<file path="config.mk">
export PLATFORM = sky130hd
export DESIGN_NAME = wrr_arbiter
export DESIGN_NICKNAME = d
export VERILOG_FILES = /design/src/rtl/wrr_pkg.sv /design/src/rtl/rr_pick.sv /design/src/rtl/wrr_arbiter.sv
export SDC_FILE = /design/constraint.sdc
export NUM_CORES = 1
export LEC_CHECK = 0
export BUFFER_PORTS_ARGS = -buffer_cell sky130_fd_sc_hd__buf_2
export CAP_MARGIN = 5
export CORE_MARGIN = 2
export CORE_UTILIZATION = 45
export CTS_CLUSTER_SIZE = 20
export DETAILED_ROUTE_END_ITERATION = 7
export MAX_ROUTING_LAYER = met4
export PLACE_DENSITY = 0.8
export SLEW_MARGIN = 15
export SYNTH_ARGS = -nofsm -noshare
export SYNTH_HDL_FRONTEND = slang
export SYNTH_SLANG_ARGS = --single-unit
</file>
<file path="constraint.sdc">
create_clock -name clock -period 3.8 [get_ports clock]
set_input_delay 0.19 -clock clock [delete_from_list [all_inputs] [get_ports clock]]
set_output_delay 0.19 -clock clock [all_outputs]
set_load 0.05 [all_outputs]
</file>
<file path="src/rtl/wrr_pkg.sv">
// Shared types and helpers for the weighted round-robin arbiter family.
package wrr_pkg;

  typedef enum logic {
    IDLE = 1'b0,
    HOLD = 1'b1
  } state_t;

  // Index width that stays at least one bit wide even for tiny client counts.
  function automatic int id_width(input int n);
    return (n <= 2) ? 1 : $clog2(n);
  endfunction

  function automatic int unsigned weight_eff(input int unsigned w);
    return (w == 0) ? 1 : w;
  endfunction

endpackage

</file>
<file path="src/rtl/rr_pick.sv">
// Combinational rotate-and-find-first: first set request after the pointer, wrapping.
module rr_pick
  import wrr_pkg::*;
#(
  parameter int CLIENTS = 8,
  localparam int ID_W = id_width(CLIENTS)
) (
  input  logic [CLIENTS-1:0] i_request,
  input  logic [ID_W-1:0]    i_pointer,
  output logic               o_found,
  output logic [CLIENTS-1:0] o_onehot,
  output logic [ID_W-1:0]    o_index
);

  int unsigned w_cand;

  // The pointer position itself is visited last, so it loses to every other requester.
  always_comb begin
    o_found  = 1'b0;
    o_index  = '0;
    o_onehot = '0;
    w_cand   = 0;
    for (int k = 1; k <= CLIENTS; k++) begin
      w_cand = (int'(i_pointer) + k) % CLIENTS;
      if (!o_found && i_request[w_cand[ID_W-1:0]]) begin
        o_found = 1'b1;
        o_index = w_cand[ID_W-1:0];
      end
    end
    if (o_found) o_onehot = CLIENTS'(1) << o_index;
  end

endmodule

</file>
<file path="src/rtl/wrr_arbiter.sv">
// Weighted round-robin arbiter: a granted client keeps the resource for up to
// its latched weight in consecutive cycles before the grant rotates.
module wrr_arbiter
  import wrr_pkg::*;
#(
  parameter int CLIENTS  = 8,
  parameter int WEIGHT_W = 4,
  localparam int ID_W    = id_width(CLIENTS)
) (
  input  logic                         clock,
  input  logic                         reset,
  input  logic [CLIENTS-1:0]           request,
  input  logic [CLIENTS*WEIGHT_W-1:0]  weight,
  input  logic                         stall,
  output logic [CLIENTS-1:0]           grant,
  output logic [ID_W-1:0]              grant_id,
  output logic                         burst_last
);

  state_t               r_state;
  logic [CLIENTS-1:0]   r_grant;
  logic [ID_W-1:0]      r_grantId;
  logic [ID_W-1:0]      r_ptr;
  logic [WEIGHT_W:0]    r_count;
  logic [WEIGHT_W:0]    r_limit;

  logic                 w_found;
  logic [CLIENTS-1:0]   w_pickOnehot;
  logic [ID_W-1:0]      w_pickIdx;
  logic [ID_W-1:0]      w_pickPtr;
  logic                 w_continue;
  logic [WEIGHT_W-1:0]  w_pickWeight;

  // While holding, the search starts just past the current owner so it is considered last.
  assign w_pickPtr    = (r_state == HOLD) ? r_grantId : r_ptr;
  assign w_continue   = (r_state == HOLD) && request[r_grantId] && (r_count < r_limit);
  assign w_pickWeight = weight[int'(w_pickIdx)*WEIGHT_W +: WEIGHT_W];

  rr_pick #(
    .CLIENTS (CLIENTS)
  ) u_pick (
    .i_request (request),
    .i_pointer (w_pickPtr),
    .o_found   (w_found),
    .o_onehot  (w_pickOnehot),
    .o_index   (w_pickIdx)
  );

  always_ff @(posedge clock) begin
    if (!reset) begin
      r_state   <= IDLE;
      r_grant   <= '0;
      r_grantId <= '0;
      r_ptr     <= ID_W'(CLIENTS - 1);
      r_count   <= '0;
      r_limit   <= '0;
    end else if (!stall) begin
      if (w_continue) begin
        r_count <= r_count + (WEIGHT_W+1)'(1);
      end else begin
        if (r_state == HOLD) r_ptr <= r_grantId;
        if (w_found) begin
          r_state   <= HOLD;
          r_grant   <= w_pickOnehot;
          r_grantId <= w_pickIdx;
          r_count   <= (WEIGHT_W+1)'(1);
          r_limit   <= (WEIGHT_W+1)'(weight_eff(int'(w_pickWeight)));
        end else begin
          r_state   <= IDLE;
          r_grant   <= '0;
          r_grantId <= '0;
          r_count   <= '0;
        end
      end
    end
  end

  assign grant      = r_grant;
  assign grant_id   = r_grantId;
  assign burst_last = (r_state == HOLD) && (r_count == r_limit);

endmodule

</file>
==> flow_summary.ini, run 1 <==
[timing]
slew_headroom = 0.655
drv_slew = 0
rsz0062_at_grt = no
hold_viol = 0
worst_pin_slew_ns = 0.503
fin_crit_sh = 0.961
worst_clock_skew_ns = 0.00683
fmax_mhz = 274
finalSetupViolCount = 0
hold_ws_ns = 0.192
fin_crit_ns = 3.65

[place]
dp_hpwl_um = 5090
gp_congestion = 0.989
placed_cells = 396
port-buffer-count = 54

[flow_run]
drv_cap = 0

[clock_tree]
path_clk_slew_ns = 0.09
root_buffer = clkbuf_8
clock_sinks = 24
cts_resized = 4
h-tree-depth = 1
cts_made_buffers = 3
cts_hold_buf = 0
insertion_delay_ns = 0.27
cts_tree = yes
post-cts-setup-buffers = 0
clk_path_buf_depth = 2

[yosys]
netlist_instances = 265
synth.distinct_cells = 55
syn_avg_cell_area_um2 = 9.02
synth_edf_count = 0
netlist.area_leader.share = 0.201
yosys_warnings = 0
syn-cell-area_um2 = 2390
async_reset_ff_frac = 0
synth_top_area_cell = dfxtp_1
ys_ff_latch = 24
synth.net_count = 315
synth_most_common_cell = nand2_1
yosys-top-cells-area = dfxtp_1, mux4_2, mux2i_1
yosysSeqAreaShare = 0.201
netlist_top_cells_count = nand2_1, nor2_1, mux2i_1, dfxtp_1, o21ai_0
yosys_most_used_dff = dfxtp_1

[hold_path]
hold_path.class = in -> reg

[layout]
num-fill-cells = 446
area_growth_syn_to_layout_pct = 22.0
instances_no_fill = 400
nets = 381
diodes = 0
drive_gt1_frac = 0.352

[setup_path]
cp_data_required_time_ns = 4.00
path_cells = mux2i_4 -> buf_4 -> mux2i_1 -> mux4_2 -> a21boi_1 -> o221ai_1 -> a32o_1 -> o21ai_1 -> buf_12 -> mux4_2 -> mux2i_4 -> o211ai_1 -> o22ai_2
cp_slowest_stage_delay_ns = 0.48
end_kind = register
cp-start-kind = register
crit_slowest_cell = mux2i_1
critPathKind = reg -> reg
crit_arrival_ns = 3.85
cp_max_fo = 13

[route]
detail_route.wl_per_cell_um = 16.3
wl_um = 6510
drtIter0Drc = 275
dr.pass1.iters = 5
detail-route-antenna-nets = 0
drc_errors = 0
vias = 2430
vias_per_cell = 6.08

[status]
outcome = completed

[grt]
grt_first_pass_wirelength_um = 11000
grt.busiest_layer = met2
grt.overflow.total = 0
grt_usage = 0.232
met1_usage = 0.316
grt_antenna_before_repair = 0
met3_usage = 0.0294
grt_max_degree = 14
grt_pass1_vias = 2322
global_route.usage.met2 = 0.366

[die]
io_pins = 55
die_w_um = 76.9
core_area_um2 = 5110
row_count = 26
dieArea_um2 = 5910
initial_utilization = 0.468
chipHeight_um = 76.9

[power_and_ir_drop]
leakage_uw = 0.00127
power.density_nw_per_um2 = 1050
irDropWorstVdd_uv = 925
finalPower_uw = 3070
layout make-up:
| class | count | area (um2) | area share |
|---|---|---|---|
| Tap cell | 70 | 87.6 | 0.0300 |
| Timing Repair Buffer | 74 | 437 | 0.150 |
| Multi-Input combinational cell | 219 | 1820 | 0.623 |
| Sequential cell | 24 | 487 | 0.167 |
| Inverter | 9 | 33.8 | 0.0116 |
| Clock buffer | 4 | 55.1 | 0.0189 |
routing by layer:
metal / part of all wire / wire, um
met3: 0.069 / 446
met1: 0.44 / 2900
met5: 0 / 0
met2: 0.48 / 3110
met4: 0.0080 / 52
worst max-delay path, delay by kind of cell (launching register included):
family / cells / cell delay, ns
mux: 5 / 1.69
compound gates: 6 / 1.06
flops: 1 / 0.42
buf+inv: 2 / 0.40
metrics by stage:
stage	worst slack, ns	util	cell area [um2]	TNS, ns
CTS	0.129	0.568	2900	0
finish	0.148	0.571	2920	0
detailed placement	-0.0145	0.552	2820	-0.0145
floorplan	0.0275	-	2390	0
global placement	0.0614	0.552	2820	0
global route	0.00412	0.571	2920	0
power by group:
part           switching, uW  total (uW)  leakage, uW  internal [uW]
registers               78.0         413     0.000198            335
logic                   1380        2480      0.00104           1110
clock network           81.4         174    0.0000288           92.6
total                   1540        3070      0.00127           1530
path summary, 6_finish.rpt:
path	end	depth (start not counted)	from	slack, ns
max	r_limit[0]	13	r_state	0.15
min reg2reg	grant[5]	2	grant[5]	0.46
max reg2reg	r_limit[0]	13	r_state	0.15
min	r_ptr[2]	2	reset	0.19
sequential cells by signal, summed over array words and instances, names as in the netlist:
register  flops
grant         8
grant_id      3
r_count       5
r_limit       4
r_ptr         3
r_state       1
layout by cell type (no fill, tap or decap), types with 3 or more instances in the layout:
cell / instances
clkbuf_8: 4
a21oi_1: 3
ha_1: 7
nand2b_1: 3
buf_4: 18
o21ai_0: 13
a211oi_1: 4
nor2_1: 30
mux2i_2: 4
nand3_1: 9
a32o_1: 5
o211ai_1: 6
buf_2: 54
and2_1: 4
mux4_2: 12
a22oi_1: 4
xnor2_1: 5
inv_2: 3
nand2_1: 33
mux2i_4: 3
dfxtp_1: 21
o221ai_1: 3
mux2_2: 5
mux2i_1: 22
inv_1: 6
o22ai_1: 3
kinds of logic after synthesis:
logic type / share of synthesized area
simple gates: 0.170
compound gates: 0.214
fa+ha+maj: 0.0366
mux: 0.301
buf+inv: 0.0524
xor+xnor: 0.0257
flops: 0.201
(Power assumes the default switching activity.)
==> run 2: changes to the inputs <==
==> constraint.sdc (replaced) <==
create_clock -name clock -period 3.25 [get_ports clock]
set_input_delay 0.1625 -clock clock [delete_from_list [all_inputs] [get_ports clock]]
set_output_delay 0.1625 -clock clock [all_outputs]
set_load 0.05 [all_outputs]
==> flow_summary.ini, run 2 (synthesis gave the netlist of run 1 again) <==
[place]
gp_congestion = 0.954
port-buffer-count = 54
dp_hpwl_um = 6070
place_area_um2 = 3220
placed_cells = 437

[timing]
rsz0062_at_grt = yes
fin_crit_ns = 3.53
slew_headroom = 0.705
fmax_mhz = 283
drv_slew = 0
fin_crit_sh = 1.09
worst_pin_slew_ns = 0.443
setup_ws_ns = -0.280
finalSetupViolCount = 4
hold_ws_ns = 0.186
hold_viol = 0
worst_clock_skew_ns = 0.00221

[clock_tree]
insertion_delay_ns = 0.27
clock_sinks = 24
root_buffer = clkbuf_8
cts_hold_buf = 0
path_clk_slew_ns = 0.09
clk_path_buf_depth = 2
cts_tree = yes
cts_made_buffers = 3
h-tree-depth = 1

[status]
violations = negative setup slack
outcome = finished, violations left

[power_and_ir_drop]
power.density_nw_per_um2 = 1310
finalPower_uw = 4520
irDropWorstVdd_uv = 1010
leakage_uw = 0.00153

[route]
vias_per_cell = 6.00
drtIter0Drc = 193
vias = 2684
detail_route.wl_per_cell_um = 17.6
drc_errors = 0
wl_um = 7860
dr.pass1.iters = 5
detail-route-antenna-nets = 0

[die]
row_count = 26
chipHeight_um = 76.9
dieArea_um2 = 5910
core_area_um2 = 5110
initial_utilization = 0.468
die_w_um = 76.9
io_pins = 55

[grt]
grt_usage = 0.269
grt_max_degree = 14
grt.overflow.total = 0
met3_usage = 0.0353
grt.busiest_layer = met2
grt_pass1_vias = 2585
grt_first_pass_wirelength_um = 12600
grt_antenna_before_repair = 0
global_route.usage.met2 = 0.443
met1_usage = 0.350

[layout]
largest_reg_flops = 8
final_common_cell = buf_4
nets = 428
instances_no_fill = 447
drive_gt1_frac = 0.485
final_area_um2 = 3440
final_cell_mix = buf_4, buf_2, nand2_1
diodes = 0
area_growth_syn_to_layout_pct = 43.9

[setup_path]
timing.rr.end = r_limit[0]
crit_slowest_cell = mux4_2
r2r-start = r_state
cp_data_required_time_ns = 3.45
crit_arrival_ns = 3.73
cp_max_fo = 7
end_kind = register
path_cells = mux2i_4 -> ha_4 -> clkinv_4 -> mux4_2 -> o211a_4 -> nand2_4 -> nor2_4 -> o32ai_4 -> mux4_2 -> mux2i_4 -> o211ai_1 -> o22ai_2
cp_slowest_stage_delay_ns = 0.60
ff2ff_path_depth = 12
cp-start-kind = register
critPathKind = reg -> reg
rrSetupSlack_ns = -0.28

[hold_path]
worstHoldEndpoint = r_ptr[1]
hp-start = reset
hold_depth = 2
hold_path.class = in -> reg

[flow_run]
drv_cap = 0
run 2: worst max-delay path: cells and delay by family, from the launching register on:
kind / cells / cell delay, ns
compound gates: 4 / 0.90
fa+ha+maj: 1 / 0.29
buf+inv: 1 / 0.06
flops: 1 / 0.39
mux: 4 / 1.70
simple gates: 2 / 0.12
run 2: through the flow:
step / worst slack, ns / TNS, ns / utilization
floorplan: -0.251 / -0.600 / -
global placement: -0.214 / -0.692 / 0.630
detailed placement: -0.327 / -1.05 / 0.630
CTS: -0.252 / -0.723 / 0.656
global route: -0.434 / -1.41 / 0.673
finish: -0.280 / -0.846 / 0.673
run 2: timing repair:
action,CTS,global route
pin swaps,7,8
setup buffers,3,4
setup endpoints to repair,4,7
resized for setup,18,14
run 2: final cells by class:
class | instances | area (um2)
multi-input cells | 219 | 1970
fillers | 387 | 1670
repair buffers | 121 | 801
flip-flops and latches | 24 | 493
well taps | 70 | 87.6
clock buffers | 3 | 41.3
inverters | 9 | 41.3
clock inverters | 1 | 3.75
run 2: how the worst max path moves through the flow:
stage | from | depth (start not counted) | to
finish | r_state | 12 | r_limit[0]
global route | r_state | 13 | r_limit[0]
CTS | r_state | 12 | r_limit[0]
detailed placement | r_state | 13 | r_limit[0]
global placement | r_state | 13 | r_limit[0]
floorplan | r_state | 15 | r_limit[0]
run 2: where the power goes:
group          switching (uW)  internal (uW)
clock network            97.6           84.6
registers                77.2            397
logic                    1970           1890
total                    2140           2380
run 2: per-layer routing:
layer,wire length (um),up-vias
li1,-,1234
met1,3220,1281
met2,3880,150
met3,603,19
met4,153,0
met5,0,-
